<file path="src/rtl/midi_pkg.sv">
// midi_pkg: shared MIDI message types, byte-class constants and helpers.
package midi_pkg;

    typedef enum logic [2:0] {
        NOTE_OFF, NOTE_ON, POLY_AT, CC, PROG, CH_AT, PITCH
    } msg_type_e;

    typedef enum logic [1:0] {IDLE, WAIT_D1, WAIT_D2, SYSEX} parse_state_e;

    localparam int          STATUS_BIT  = 7;
    localparam logic [7:0]  SYSEX_START = 8'hF0;
    localparam logic [7:0]  SYSEX_END   = 8'hF7;
    localparam logic [7:0]  RT_BASE     = 8'hF8;

    typedef struct packed {
        msg_type_e   mtype;
        logic [3:0]  ch;
        logic [6:0]  d1;
        logic [6:0]  d2;
    } midi_msg_t;

    function automatic logic [1:0] nbytes(msg_type_e t);
        return (t == PROG || t == CH_AT) ? 2'd1 : 2'd2;
    endfunction

endpackage

</file>
<file path="src/rtl/midi_msg_fifo.sv">
// midi_msg_fifo: first-word fall-through message queue with simultaneous push/pop.
module midi_msg_fifo
    import midi_pkg::*;
#(
    parameter int DEPTH = 4
) (
    input  logic      clk,
    input  logic      rst,
    input  logic      push_i,
    input  midi_msg_t data_i,
    input  logic      pop_i,
    output midi_msg_t data_o,
    output logic      vld_o,
    output logic      full_o
);

    localparam int AW = $clog2(DEPTH);

    midi_msg_t         mem_q [DEPTH];
    logic [AW-1:0]     rd_ptr_q, wr_ptr_q;
    logic [AW:0]       cnt_q;
    logic              push_ok, pop_ok;

    assign vld_o   = cnt_q != '0;
    assign full_o  = cnt_q == (AW+1)'(DEPTH);
    assign data_o  = mem_q[rd_ptr_q];
    // A push into a full queue is still taken when the head leaves in the same cycle.
    assign push_ok = push_i && (!full_o || pop_i);
    assign pop_ok  = pop_i && vld_o;

    always_ff @(posedge clk) begin
        if (rst) begin
            for (int i = 0; i < DEPTH; i++) mem_q[i] <= '0;
            rd_ptr_q <= '0;
            wr_ptr_q <= '0;
            cnt_q    <= '0;
        end else begin
            if (push_ok) mem_q[wr_ptr_q] <= data_i;
            wr_ptr_q <= wr_ptr_q + AW'(push_ok);
            rd_ptr_q <= rd_ptr_q + AW'(pop_ok);
            cnt_q    <= cnt_q + (AW+1)'(push_ok) - (AW+1)'(pop_ok);
        end
    end

endmodule

</file>
<file path="src/rtl/midi_msg_parser.sv">
// midi_msg_parser: MIDI channel-voice decoder with running status, real-time
// pass-through, channel filter and output message queue.
module midi_msg_parser
    import midi_pkg::*;
#(
    parameter int          DEPTH       = 4,
    parameter logic [15:0] CH_MASK     = 16'hFFFF,
    parameter bit          VEL0_IS_OFF = 1'b1
) (
    input  logic       clk,
    input  logic       rst,
    input  logic [7:0] din,
    input  logic       din_vld,
    output logic       msg_vld,
    input  logic       msg_rdy,
    output logic [2:0] msg_type,
    output logic [3:0] msg_ch,
    output logic [6:0] msg_d1,
    output logic [6:0] msg_d2,
    output logic       rt_vld,
    output logic [2:0] rt_code,
    output logic       overflow
);

    parse_state_e state_q, state_d;
    msg_type_e    run_type_q, run_type_d;
    logic [3:0]   run_ch_q, run_ch_d;
    logic [6:0]   d1_q, d1_d;
    logic         rt_vld_q, overflow_q;
    logic [2:0]   rt_code_q;
    logic         is_rt, is_ch, done, push, pop, full;
    midi_msg_t    msg, head;

    assign is_rt = din >= RT_BASE;
    assign is_ch = din[STATUS_BIT] && din[7:4] != 4'hF;
    assign pop   = msg_vld && msg_rdy;
    assign push  = done && CH_MASK[msg.ch];

    always_comb begin
        state_d    = state_q;
        run_type_d = run_type_q;
        run_ch_d   = run_ch_q;
        d1_d       = d1_q;
        done       = 1'b0;
        msg        = '{run_type_q, run_ch_q, d1_q, din[6:0]};
        if (din_vld && !is_rt) begin
            if (is_ch) begin
                state_d    = WAIT_D1;
                run_type_d = msg_type_e'(din[6:4]);
                run_ch_d   = din[3:0];
            end else if (din[STATUS_BIT]) begin
                // SysEx and System Common both kill running status.
                state_d    = din == SYSEX_START ? SYSEX : IDLE;
                run_type_d = NOTE_OFF;
                run_ch_d   = '0;
            end else if (state_q == WAIT_D1 && nbytes(run_type_q) == 2'd1) begin
                done   = 1'b1;
                msg.d1 = din[6:0];
                msg.d2 = '0;
            end else if (state_q == WAIT_D1) begin
                d1_d    = din[6:0];
                state_d = WAIT_D2;
            end else if (state_q == WAIT_D2) begin
                done    = 1'b1;
                state_d = WAIT_D1;
            end
        end
        if (VEL0_IS_OFF && msg.mtype == NOTE_ON && msg.d2 == '0) msg.mtype = NOTE_OFF;
    end

    always_ff @(posedge clk) begin
        if (rst) begin
            state_q    <= IDLE;
            run_type_q <= NOTE_OFF;
            run_ch_q   <= '0;
            d1_q       <= '0;
            rt_vld_q   <= 1'b0;
            rt_code_q  <= '0;
            overflow_q <= 1'b0;
        end else begin
            state_q    <= state_d;
            run_type_q <= run_type_d;
            run_ch_q   <= run_ch_d;
            d1_q       <= d1_d;
            rt_vld_q   <= din_vld && is_rt;
            rt_code_q  <= din_vld && is_rt ? din[2:0] : rt_code_q;
            overflow_q <= overflow_q || (push && full && !pop);
        end
    end

    midi_msg_fifo #(.DEPTH(DEPTH)) u_fifo (
        .clk    (clk),
        .rst    (rst),
        .push_i (push),
        .data_i (msg),
        .pop_i  (pop),
        .data_o (head),
        .vld_o  (msg_vld),
        .full_o (full)
    );

    assign msg_type = head.mtype;
    assign msg_ch   = head.ch;
    assign msg_d1   = head.d1;
    assign msg_d2   = head.d2;
    assign rt_vld   = rt_vld_q;
    assign rt_code  = rt_code_q;
    assign overflow = overflow_q;

endmodule
</file>
<file path="config.mk">
export PLATFORM = sky130hd
export DESIGN_NAME = midi_msg_parser
export DESIGN_NICKNAME = d
export VERILOG_FILES = /design/src/rtl/midi_pkg.sv /design/src/rtl/midi_msg_fifo.sv /design/src/rtl/midi_msg_parser.sv
export SDC_FILE = /design/constraint.sdc
export NUM_CORES = 1
export LEC_CHECK = 0
export CAP_MARGIN = 20
export CORE_MARGIN = 3
export CORE_UTILIZATION = 51
export DETAILED_ROUTE_END_ITERATION = 8
export PLACE_DENSITY = 0.75
export RECOVER_POWER = 50
export REMOVE_ABC_BUFFERS = 1
export SLEW_MARGIN = 0
export SYNTH_ARGS = -nofsm -noshare
export SYNTH_HDL_FRONTEND = slang
export SYNTH_HIERARCHICAL = 1
export SYNTH_SLANG_ARGS = --single-unit
</file>
<file path="constraint.sdc">
create_clock -name clk -period 2.9 [get_ports clk]
set_input_delay 0.435 -clock clk [delete_from_list [all_inputs] [get_ports clk]]
set_output_delay 0.435 -clock clk [all_outputs]
set_load 0.03 [all_outputs]
</file>
==> run metrics <==
Non-Filler Instances=538; critical path cell sequence=inv_1, ha_1, nand2b_1, a21oi_1, nand2b_1, nor4_1, or2_2; critical path type=flop to flop; vias in the first global route=3078; critical path peak fanout=21; async set or reset register ratio after synthesis=0%; DRC violations left=0; postcts setup bufs=0; Top delay family on crit path=simple AND/OR/NAND/NOR gates; setup ws final=0.352 ns; # rows=35; Mapped Avg Cell Area=14.2 um2; CTS H-Tree Depth=3; length in cells of the worst reg-to-reg path=7; I/O pin cnt=39; most common cell after layout, fill and taps aside=edfxtp_1; max incr delay on CP=0.60 ns; outcome=finished, final reports clean; Layout fillers=761; worst slew pin tran=0.914 ns; Leakage=2.11 nW; R2R Setup Slk=0.35 ns; Initial Utilization=a little over half; Yosys warnings=6; Mapped Cells=359; Core Region=9460 um2; Worst setup EP type=flop; clock sink total=112; Via density=5.44; top-area cell type share of the netlist area=49.6%; final net count=421; met1 WL=4.19 mm; Yosys cell types=51; top sig layer=met4; first-pass GRT wire length=16.3 mm; reg-to-reg critical path startpoint=state_q[1]; most frequent cell on the critical path=nand2b_1; Period minus WS final=2.55 ns; clk root buf=clkbuf_8; end of the worst register-to-register path=u_fifo/mem_q[2][17]; die area=11200 um2; Hold EP=run_type_q[0]; First-pass DRT Iterations=4; Critical Path Start Type=flop; Worst EP arrival=2.56 ns; Hold Violations, Final=0; Max Cap Violations=0; met3 wire len=449 um; Cell Area, Synth=between 5000 and 6000 um2; hold_buf cts=0; CTS tree=yes; gpl congestion=roughly 0.77; worst skew pair latency=~0.38 ns; fmax=~390 MHz; WP data required=between 2 and 3 ns; PwrDens=514 nW/um2; ANT cells=0; Hold Path Depth=1; Slowest-stage cell, CP=or2_2; sequential cell area fraction in the yosys report=60.6%; largest area contributor in the netlist=edfxtp_1; largest net degree at the start of global routing=30; hold_ws=between 0.4 and 0.5 ns; total track usage=19.1%; count of pins over their slew limit=0; ranking of synthesized cells by area=edfxtp_1 50%, dfxtp_1 11%, and2_1 10%; Post-synth EDFFs=84; #FFs+latches synth=112; WL per Instance=18.3 um; final cycle utilization of the critical path=87.9%; maximum root-to-sink buffer count=2; Layout area overhead=14.2%; layout cells sized above 1=16.9%; post-route ant nets=0; Min-Delay Startpoint=run_type_q[0]; Clock Skew=0.00925 ns; I/O Buffers=38; RSZ-0062 raised after global routing=no; die height=106 um; Cells after DPL=522; Buffers & Inverters on Critical Path=1; Via Count=2927; final setup vio count=0; 1st-iter DRT viols=177; met2 WL post-DR=4.93 mm; Post-DP HPWL=~6.2 mm; grt ovf=0; PostCTS Resize Cnt=0; final wirelength=9.84 mm; Clock Pin Slew Worst Setup and Hold Paths=~0.10 ns; pre-CTS WS=0.214 ns; most frequent cells in the layout=84 x edfxtp_1, 54 x and2_1, 30 x and2_0, 28 x dfxtp_1, 23 x clkdlybuf4s50_1; chip width=106 um; top_reg_cell synth=edfxtp_1; Inserted Clock Buffers=9; Max rail drop VDD=between 0.0002 and 0.0003 V; initial antenna violation count=0; Hold Crit Class=flop to flop; Worst slew margin=39.0%
==> logic make-up after synthesis <==
kind of cell    share of synthesized area, %
compound gates                          4.08
xor+xnor                               0.861
fa+ha+maj                               1.38
buf+inv                                 2.78
flops                                   60.6
mux                                     13.0
simple gates                            17.3
==> layout make-up <==
cell class,count,area (um2),area share (%)
timing repair buffer,55,483,8.31
tap,129,161,2.78
inverter,10,37.5,0.646
sequential,112,3080,53.0
multi-input combinational,216,1830,31.5
clock buffer,9,124,2.13
clock inverter,7,91.3,1.57
==> worst max-delay path by stage <==
stage	start	end	depth (start not counted)
after CTS	u_fifo/rd_ptr_q[0]	msg_type[0]	3
after global placement	din[7]	u_fifo/mem_q[1][6]	6
after global routing	state_q[1]	u_fifo/mem_q[2][8]	7
after detailed placement	din[7]	u_fifo/mem_q[2][6]	6
final	state_q[1]	u_fifo/mem_q[2][17]	7
after floorplan	u_fifo/cnt_q[1]	u_fifo/mem_q[0][0]	6
==> report_power, final <==
group / leakage, nW / switching (mW) / internal, mW / total [mW]
logic: 0.908 / 0.129 / 0.0869 / 0.216
registers: 1.09 / 0.0227 / 1.77 / 1.79
clock network: 0.105 / 0.558 / 0.419 / 0.977
==> sequential cells by signal, indices dropped and copies added, names as in the netlist <==
signal,cells
state_q,2
overflow,1
u_fifo/cnt_q,3
run_type_q,3
rt_code,3
d1_q,7
rt_vld,1
u_fifo/mem_q,84
u_fifo/rd_ptr_q,2
u_fifo/wr_ptr_q,2
run_ch_q,4
==> per-layer routing <==
metal	GRT usage [%]	vias up
met4	9.07	0
met3	2.31	20
li1	-	1389
met2	32.3	86
met1	24.7	1432
met5	0	-
==> synth_stat cells (5+ instances only) <==
| master | count |
|---|---|
| a21oi_1 | 5 |
| a22o_1 | 6 |
| and2_1 | 84 |
| clkbuf_1 | 10 |
| dfxtp_1 | 28 |
| edfxtp_1 | 84 |
| inv_1 | 10 |
| mux2i_1 | 10 |
| mux4_2 | 21 |
| nor2_1 | 20 |
| nor2b_1 | 9 |
==> through the flow <==
stage / power [mW] / util, % / setup TNS (ns) / instance area [um2]
CTS: 3.02 / 62.3 / 0 / 5890
detailed placement: 2.06 / 60.0 / 0 / 5680
floorplan: 1.95 / - / -8.38 / 4990
global route: 3.09 / 61.5 / 0 / 5810
finish: 2.99 / 61.5 / 0 / 5810
global placement: 2.05 / 60.0 / 0 / 5680
Power figures use the tool's default switching activity.
